File: src/rtl/uart_pkg.sv
// Shared definitions for the UART transmit scheduler: byte width and FSM state encoding.
package uart_pkg;

  localparam int BYTE_W = 8;

  typedef enum logic [1:0] {
    ST_IDLE    = 2'd0,
    ST_START   = 2'd1,
    ST_WAIT_HI = 2'd2,
    ST_WAIT_LO = 2'd3
  } state_t;

endpackage

File: src/rtl/uart_tx_scheduler_rr_pick.sv
// Round-robin winner selection: rotate the request vector so the search starts
// just above the last served requester, priority-encode, then un-rotate the index.
module rr_pick #(
  parameter  int NREQ = 4,
  localparam int ID_W = $clog2(NREQ)
) (
  input  logic [NREQ-1:0] req,
  input  logic [ID_W-1:0] last,
  output logic            any,
  output logic [ID_W-1:0] winner
);

  logic [NREQ-1:0] rotated;
  logic [ID_W-1:0] src;
  logic            found;
  int              base;
  int              hit;

  // Rotate so bit 0 is the requester after 'last', then take the lowest set bit.
  always_comb begin
    rotated = '0;
    src     = '0;
    found   = 1'b0;
    hit     = 0;
    base    = (int'(last) + 1) % NREQ;
    for (int j = 0; j < NREQ; j++) begin
      src        = ID_W'((base + j) % NREQ);
      rotated[j] = req[src];
    end
    for (int j = 0; j < NREQ; j++) begin
      if (rotated[j] && !found) begin
        found = 1'b1;
        hit   = j;
      end
    end
    any    = found;
    winner = ID_W'((base + hit) % NREQ);
  end

endmodule

File: src/rtl/uart_tx_scheduler.sv
// Shares one serial transmitter between NREQ byte producers in round-robin order.
// Issues one start pulse per granted byte and waits for the transmitter's busy
// handshake before serving the next requester. All outputs are registered.
module uart_tx_scheduler
  import uart_pkg::*;
#(
  parameter  int NREQ         = 4,
  parameter  int BUSY_TIMEOUT = 15,
  localparam int ID_W         = $clog2(NREQ)
) (
  input  logic                   clk,
  input  logic                   rst,
  input  logic [NREQ-1:0]        req,
  input  logic [BYTE_W*NREQ-1:0] req_data,
  output logic [NREQ-1:0]        grant,
  output logic                   tx_start,
  output logic [BYTE_W-1:0]      tx_data,
  input  logic                   tx_busy,
  output logic [ID_W-1:0]        active_id,
  output logic                   active,
  output logic                   timeout_err
);

  localparam int CNT_W = 8;

  state_t           state;
  state_t           next_state;
  logic [ID_W-1:0]  last;
  logic [CNT_W-1:0] cnt;
  logic             pick_any;
  logic [ID_W-1:0]  pick_winner;
  logic             timeout_hit;

  rr_pick #(.NREQ(NREQ)) u_pick (
    .req    (req),
    .last   (last),
    .any    (pick_any),
    .winner (pick_winner)
  );

  // State register; reset parks the FSM in IDLE so a running frame must finish first.
  always_ff @(posedge clk or posedge rst) begin
    if (rst) state <= ST_IDLE;
    else     state <= next_state;
  end

  // Next-state logic; busy rising in WAIT_HI takes priority over the timeout abort.
  always_comb begin
    next_state  = state;
    timeout_hit = 1'b0;
    case (state)
      ST_IDLE: begin
        if (!tx_busy && pick_any) next_state = ST_START;
      end
      ST_START: next_state = ST_WAIT_HI;
      ST_WAIT_HI: begin
        if (tx_busy) begin
          next_state = ST_WAIT_LO;
        end else if (cnt == CNT_W'(BUSY_TIMEOUT - 1)) begin
          timeout_hit = 1'b1;
          next_state  = ST_IDLE;
        end
      end
      ST_WAIT_LO: begin
        if (!tx_busy) next_state = ST_IDLE;
      end
      default: next_state = ST_IDLE;
    endcase
  end

  // Registered outputs, captured byte/ID, round-robin pointer and busy-wait counter.
  always_ff @(posedge clk or posedge rst) begin
    if (rst) begin
      tx_start    <= 1'b0;
      grant       <= '0;
      active      <= 1'b0;
      timeout_err <= 1'b0;
      tx_data     <= '0;
      active_id   <= '0;
      last        <= ID_W'(NREQ - 1);
      cnt         <= '0;
    end else begin
      tx_start    <= (next_state == ST_START);
      grant       <= (next_state == ST_START) ? (NREQ'(1) << pick_winner) : '0;
      active      <= (next_state != ST_IDLE);
      timeout_err <= timeout_hit;
      if (state == ST_IDLE && next_state == ST_START) begin
        tx_data   <= req_data[BYTE_W*int'(pick_winner) +: BYTE_W];
        active_id <= pick_winner;
      end
      if (state == ST_START) begin
        last <= active_id;
        cnt  <= '0;
      end else if (state == ST_WAIT_HI && !tx_busy) begin
        cnt <= cnt + CNT_W'(1);
      end
    end
  end

endmodule

File: config.mk
export PLATFORM = sky130hd
export DESIGN_NAME = uart_tx_scheduler
export DESIGN_NICKNAME = d
export VERILOG_FILES = /design/src/rtl/uart_pkg.sv /design/src/rtl/uart_tx_scheduler_rr_pick.sv /design/src/rtl/uart_tx_scheduler.sv
export SDC_FILE = /design/constraint.sdc
export NUM_CORES = 1
export LEC_CHECK = 0
export ABC_AREA = 1
export CORE_UTILIZATION = 47
export DETAILED_ROUTE_END_ITERATION = 6
export PLACE_DENSITY_LB_ADDON = 0.2
export SYNTH_ARGS = -nofsm -noshare
export SYNTH_HDL_FRONTEND = slang
export SYNTH_SLANG_ARGS = --single-unit
File: constraint.sdc
create_clock -name clk -period 3 [get_ports clk]
set_input_delay 0.3 -clock clk [delete_from_list [all_inputs] [get_ports clk]]
set_output_delay 0.3 -clock clk [all_outputs]
set_load 0.05 [all_outputs]
==> impl_metrics.env, run 1 <==
export IMPL_dpl_worst_slack_ns=0.433
export IMPL_n_fill_cell=315
export IMPL_cts_made_buffers=5
export IMPL_clkTransAtPathRegs_ns=0.06
export IMPL_max_cap_violations=0
export IMPL_ys_types=30
export IMPL_cp_required_ns=3.21
export IMPL_drc=0
export IMPL_yosysTopAreaCellShare_pct=37.3
export IMPL_cp_top_family="simple AND/OR/NAND/NOR gates"
export IMPL_ir_drop_v=0.000765
export IMPL_synth_top_area_cell="dfrtp_1"
export IMPL_relSlewSlack_pct=65.0
export IMPL_routed_via_count=1730
export IMPL_finalHoldViolations=0
export IMPL_avgSynthCellArea_um2=6.94
export IMPL_grt_first_pass_wirelength_mm=7.24
export IMPL_ys_async_sr_fraction_pct=100
export IMPL_cp_max_fo=11
export IMPL_area_delta_synth_final_pct=38.0
export IMPL_dp_hpwl_mm=2.89
export IMPL_syn_area_um2=1810
export IMPL_slowest_stage="dfstp_2"
export IMPL_drive_gt1_share_pct=12.5
export IMPL_postPlaceCellArea_um2=2400
export IMPL_clockBufferDepth=2
export IMPL_finalHoldWorstSlack_ns=0.391
export IMPL_wire_per_inst_um=10.6
export IMPL_die_w_um=64.1
export IMPL_synthCells=261
export IMPL_io_buffers=55
export IMPL_cts_hold_buf=0
export IMPL_diodes=0
export IMPL_die_height_um=64.1
export IMPL_cpPeakStageDelay_ns=0.66
export IMPL_core_area_um2=3690
export IMPL_criticalPathCategory="register to register"
export IMPL_ctsRootBufferMaster="clkbuf_8"
export IMPL_die_area_um2=4100
export IMPL_start_util_pct=49.1
export IMPL_fin_crit_sh_pct=82.6
export IMPL_top_level_ports=56
export IMPL_cp_depth=15
export IMPL_status="finished clean"
export IMPL_final_area_um2=2500
export IMPL_slew_viol_final=0
export IMPL_synthFlopType="dfrtp_1"
export IMPL_first_pass_iters=4
export IMPL_ctsResizeCount=0
export IMPL_ys_seq_elements=29
export IMPL_cts_tree="done"
export IMPL_reg2reg_depth=15
export IMPL_clock_latency_ns=0.27
export IMPL_fmax_mhz=404
export IMPL_overflow=0
export IMPL_place_congestion=0.857
export IMPL_viasPerCell=4.69
export IMPL_finalNetCount=362
export IMPL_routed_wl_mm=3.91
export IMPL_cts_sinks=29
export IMPL_worst_slew_pin_slew_ns=0.523
export IMPL_ys_seq_area_share_pct=40.2
export IMPL_fin_ws_ns=0.523
export IMPL_p_leak_nw=1.28
export IMPL_drt_antenna_violating_nets=0
export IMPL_num_rows=22
export IMPL_critPathBufInv=1
export IMPL_grt_max_degree=30
export IMPL_setup_viol=0
export IMPL_htreeDepth=2
export IMPL_antenna_found_initial=0
export IMPL_drtIter0Drc=108
export IMPL_hp_class="primary input to async pin"
export IMPL_grt_usage_pct=22.5
export IMPL_grt_setup_unrepaired="no"
export IMPL_worstSetupStartpointType="register"
export IMPL_worstSetupEndpointType="register"
export IMPL_synth_nets=303
export IMPL_arrival_ns=2.69
export IMPL_power_density_nw_per_um2=1210
export IMPL_tns_ns=0
export IMPL_finClkSkew_ns=0.00500
export IMPL_cpMostUsedCell="nand2_1"
export IMPL_yosys_top_cells_area="dfrtp_1, nand2_1, nand2_2"
export IMPL_synth_edf_count=0
export IMPL_yosysWarnings=0
export IMPL_cp_cell_sequence="inv_8, nand2_2, nand2_2, nand2_1, nand2_1, a31oi_1, nor2_1, ha_1, xor2_1, nand3_2, nand2_2, nand2_1, nand2_1, nand2_1, nand2_1"
export IMPL_grt_pass1_vias=1642
export IMPL_post_route_min_period_ns=2.48
export IMPL_post_cts_buffers=0
## placed cells by master (no fill, tap or decap), types with 2 or more instances in the layout
cell and n:
nor3_2 2, nor3_1 8, clkdlybuf4s50_1 55, a31oi_1 2
o21ai_0 8, dfstp_2 2, inv_1 19, o22ai_1 2
nor2_1 8, buf_4 3, nand3_1 16, inv_2 4
nand2_2 15, ha_1 3, nand2_1 126, clkbuf_8 7
dfrtp_1 27, a21oi_1 2
## synthesized netlist by cell type (2+ instances only)
cell type and instances:
o22ai_1 2, buf_6 3, nor3_2 2, nor2_1 8
nand2_2 15, o21ai_0 8, a21oi_1 2, nor3_1 8
ha_1 3, dfstp_2 2, dfrtp_1 27, a31oi_1 2
inv_2 4, nand2_1 126, inv_1 19, nand3_1 16
## flip-flops by register name, summed over array words and instances, names as in the netlist
name and flops:
active_id 2, tx_data 8, last 2, active 1, state 2, cnt 8
tx_start 1, timeout_err 1, grant 4
## power by group
part | internal [mW] | leakage, nW | switching, mW | total (mW)
Clock | 0.207 | 0.0542 | 0.145 | 0.352
Combinational | 0.675 | 0.849 | 1.39 | 2.07
Sequential | 0.520 | 0.372 | 0.0953 | 0.615
## cells by family after synthesis
kind of cell             share of synthesized area, %
AND/OR/NAND/NOR                                  43.3
buffers and inverters                            8.15
flip-flops                                       40.2
AO/OA/AOI/OAI                                    5.81
adder cells (fa/ha/maj)                          2.07
XOR/XNOR                                        0.484
## final timing paths
path                                      from                     end  slack [ns]
setup / recovery           last[0]$_DFFE_PP1P_  tx_data[7]$_DFFE_PP0P_        0.52
max in group asynchronous                  rst     last[1]$_DFFE_PP1P_        2.31
setup reg to reg           last[0]$_DFFE_PP1P_  tx_data[7]$_DFFE_PP0P_        0.52
min in group clk            cnt[7]$_DFFE_PP0P_      cnt[7]$_DFFE_PP0P_        0.46
hold / removal                             rst      cnt[6]$_DFFE_PP0P_        0.39
hold reg to reg             cnt[7]$_DFFE_PP0P_      cnt[7]$_DFFE_PP0P_        0.46
## per-stage QoR
stage	utilization, %	power (mW)	instances
2_1_floorplan	-	2.24	261
3_3_place_gp	65.0	2.67	361
3_5_place_dp	65.0	2.69	361
4_1_cts	67.7	3.05	369
5_1_grt	67.7	3.36	369
6_report	67.7	3.03	369
## worst reg2reg max path: cells and delay by family (launching register included)
family | cells | cell delay [ns]
fa+ha+maj | 1 | 0.18
flops | 1 | 0.66
xor+xnor | 1 | 0.23
buf+inv | 1 | 0.07
simple gates | 11 | 1.13
compound gates | 1 | 0.14
## layer usage
layer  track usage [%]  up-vias  part of all wire [%]
met2              36.7       49                    47
li1                  -      929                     -
met4              4.55        0                  0.66
met3              4.82        4                   5.1
met1              30.8      748                    47
met5                 0        -                     0
## cell type report
| type | instances | area (um^2) | share of cell area, % |
|---|---|---|---|
| flip-flops and latches | 29 | 728 | 29.1 |
| inverters | 25 | 101 | 4.06 |
| clock inverters | 1 | 5.00 | 0.200 |
| repair buffers | 58 | 573 | 22.9 |
| well taps | 48 | 60.1 | 2.40 |
| clock buffers | 7 | 96.3 | 3.86 |
| multi-input cells | 201 | 935 | 37.4 |
Note: power is estimated with default switching activity, not from simulation.
==> run 2, diff against run 1 <==
--- a/config.mk
+++ b/config.mk
@@ -6,7 +6,7 @@
 export NUM_CORES = 1
 export LEC_CHECK = 0
 export ABC_AREA = 1
-export CORE_UTILIZATION = 47
+export CORE_UTILIZATION = 42
 export DETAILED_ROUTE_END_ITERATION = 6
 export PLACE_DENSITY_LB_ADDON = 0.2
 export SYNTH_ARGS = -nofsm -noshare
==> constraint.sdc (replaced) <==
create_clock -name clk -period 2.23 [get_ports clk]
set_input_delay 0.223 -clock clk [delete_from_list [all_inputs] [get_ports clk]]
set_output_delay 0.223 -clock clk [all_outputs]
set_load 0.05 [all_outputs]
==> run 2 against run 1 <==
Fmax increased by 13%; wire length grew 5.3%; first-iteration DRC count down 12%; sequential share of layout area fell by 1.8 points; via count grew 3.4%; clock power rose by 59%; hold slack lost 0.086 ns; critical endpoint is now tx_data[2]$_DFFE_PP0P_; core utilization down 2.2 points; critical path type unchanged.
==> impl_metrics.env, run 2 (synthesized netlist as in run 1, its figures left out) <==
export IMPL_slew_viol_final=0
export IMPL_slowest_stage="dfstp_2"
export IMPL_cp_cell_sequence="buf_12, inv_8, nand2_2, nand2_2, nand2_1, nand2_2, a31oi_1, nor2_1, ha_2, xor2_2, inv_1, nand2_4, buf_4, nand3_1, nand2_1, nand2_1, nand2_1"
export IMPL_finClkSkew_ns=0.00508
export IMPL_fin_util_pct=65.5
export IMPL_top_level_ports=56
export IMPL_cts_sinks=29
export IMPL_core_area_um2=4060
export IMPL_clkPwrFrac_pct=12.2
export IMPL_reg_top3="cnt x8, tx_data x8, grant x4"
export IMPL_worstSetupEndpointType="register"
export IMPL_p_seq_share_pct=17.8
export IMPL_worstSetupStartpointType="register"
export IMPL_dp_cells=372
export IMPL_power_density_nw_per_um2=1730
export IMPL_cts_made_buffers=5
export IMPL_first_pass_iters=6
export IMPL_grt_pass1_vias=1603
export IMPL_finalHoldViolations=0
export IMPL_fin_ws_ns=0.0291
export IMPL_clkTransAtPathRegs_ns=0.06
export IMPL_clockBufferDepth=2
export IMPL_overflow=0
export IMPL_rrSetupSlack_ns=0.03
export IMPL_p_comb_share_pct=70.0
export IMPL_arrival_ns=2.37
export IMPL_routed_wl_mm=4.12
export IMPL_die_area_um2=4580
export IMPL_reg2reg_to="tx_data[2]$_DFFE_PP0P_"
export IMPL_p_sw_mw=2.33
export IMPL_num_rows=23
export IMPL_setup_viol=0
export IMPL_layout_commonest_cell="nand2_1"
export IMPL_worstSetupEndpoint="tx_data[2]$_DFFE_PP0P_"
export IMPL_viasPerCell=4.67
export IMPL_start_util_pct=44.6
export IMPL_relSlewSlack_pct=66.4
export IMPL_clock_latency_ns=0.27
export IMPL_ctsRootBufferMaster="clkbuf_8"
export IMPL_drc=0
export IMPL_intPower_mw=2.26
export IMPL_antenna_found_initial=0
export IMPL_dp_hpwl_mm=3.08
export IMPL_grt_first_pass_wirelength_mm=6.71
export IMPL_cpPeakStageDelay_ns=0.57
export IMPL_fmax_mhz=454
export IMPL_htreeDepth=2
export IMPL_mostFrequentLayoutCells="nand2_1, clkdlybuf4s50_1, dfrtp_1"
export IMPL_drive_gt1_share_pct=17.1
export IMPL_cpMostUsedCell="nand2_1"
export IMPL_wire_per_inst_um=10.8
export IMPL_finalNetCount=374
export IMPL_die_w_um=67.7
export IMPL_crit_path_start="last[0]$_DFFE_PP1P_"
export IMPL_grt_max_degree=30
export IMPL_status="finished clean"
export IMPL_place_congestion=0.852
export IMPL_max_cap_violations=0
export IMPL_drtIter0Drc=95
export IMPL_reg2reg_depth=17
export IMPL_io_buffers=55
export IMPL_area_delta_synth_final_pct=46.9
export IMPL_ir_drop_v=0.000869
export IMPL_final_cells=383
export IMPL_cts_tree="done"
export IMPL_grt_usage_pct=19.7
export IMPL_dpl_worst_slack_ns=-0.131
export IMPL_hp_class="primary input to async pin"
export IMPL_grt_setup_unrepaired="yes"
export IMPL_cp_required_ns=2.40
export IMPL_diodes=0
export IMPL_p_sw_share_pct=50.8
export IMPL_drt_antenna_violating_nets=0
export IMPL_r2r_start="last[0]$_DFFE_PP1P_"
export IMPL_worst_slew_pin_slew_ns=0.503
export IMPL_p_leak_nw=1.35
export IMPL_routed_via_count=1789
export IMPL_fin_crit_sh_pct=98.7
export IMPL_cp_max_fo=9
export IMPL_criticalPathCategory="register to register"
export IMPL_die_height_um=67.7
export IMPL_post_route_min_period_ns=2.20
[run 2: cell types whose count changed in the layout (fill, tap and decap cells not counted), sizes merged]
cell / delta
clkinv: -2
buf: +12
bufinv: +1
inv: +1
[run 2: worst max-delay path: cells and delay by family (launching register included)]
family | cells | cell delay [ns]
buffers and inverters | 4 | 0.41
AO/OA/AOI/OAI | 1 | 0.13
flip-flops | 1 | 0.57
XOR/XNOR | 1 | 0.18
AND/OR/NAND/NOR | 10 | 0.63
adder cells (fa/ha/maj) | 1 | 0.18
[run 2: area by class of cell]
| cell class | instances | area, um^2 |
|---|---|---|
| fillers | 332 | 1400 |
| multi-input cells | 201 | 962 |
| clock inverters | 1 | 30.0 |
| clock buffers | 7 | 86.3 |
| flip-flops and latches | 29 | 728 |
| repair buffers | 70 | 683 |
| inverters | 25 | 106 |
| well taps | 50 | 62.6 |
[run 2: stage by stage]
stage,hold slack (ns),total power [mW],cell area [um^2],setup TNS (ns)
after floorplan,0.300,3.04,1820,0
after global placement,0.456,3.80,2470,-0.473
after detailed placement,0.460,3.84,2470,-1.05
after CTS,0.317,4.52,2630,0
after global routing,0.351,4.98,2660,-1.02
final,0.306,4.59,2660,0
[run 2: routing by layer]
layer	GRT usage, %	up-vias	wire (um)
met3	5.57	4	218
met1	24.3	787	1920
met4	3.99	0	27
met2	33.9	48	1960
met5	0	-	0
li1	-	950	-
[run 2: timing repair]
item | 4_1_cts | 5_1_grt
pin swaps | 1 | 3
resized for setup | 3 | 9
hold buffers | 0 | 0
setup buffers | 3 | 0
setup endpoints to repair | 13 | 14
[run 2: power by group through the flow]
stage / logic, mW / clock network (mW) / registers [mW]
5_1_grt: 3.55 / 0.594 / 0.840
2_1_floorplan: 1.89 / 0 / 1.15
3_3_place_gp: 2.96 / 0 / 0.840
3_5_place_dp: 3.01 / 0 / 0.836
6_report: 3.22 / 0.559 / 0.819
4_1_cts: 3.14 / 0.569 / 0.815
[run 2: how the worst min path moves through the flow]
stage / start / endpoint / depth (start not counted)
6_report: rst / tx_data[6]$_DFFE_PP0P_ / 3
3_5_place_dp: cnt[7]$_DFFE_PP0P_ / cnt[7]$_DFFE_PP0P_ / 1
4_1_cts: rst / tx_data[3]$_DFFE_PP0P_ / 3
2_1_floorplan: rst / active$_DFF_PP0_ / 1
5_1_grt: rst / tx_data[6]$_DFFE_PP0P_ / 3
3_3_place_gp: cnt[7]$_DFFE_PP0P_ / cnt[7]$_DFFE_PP0P_ / 1
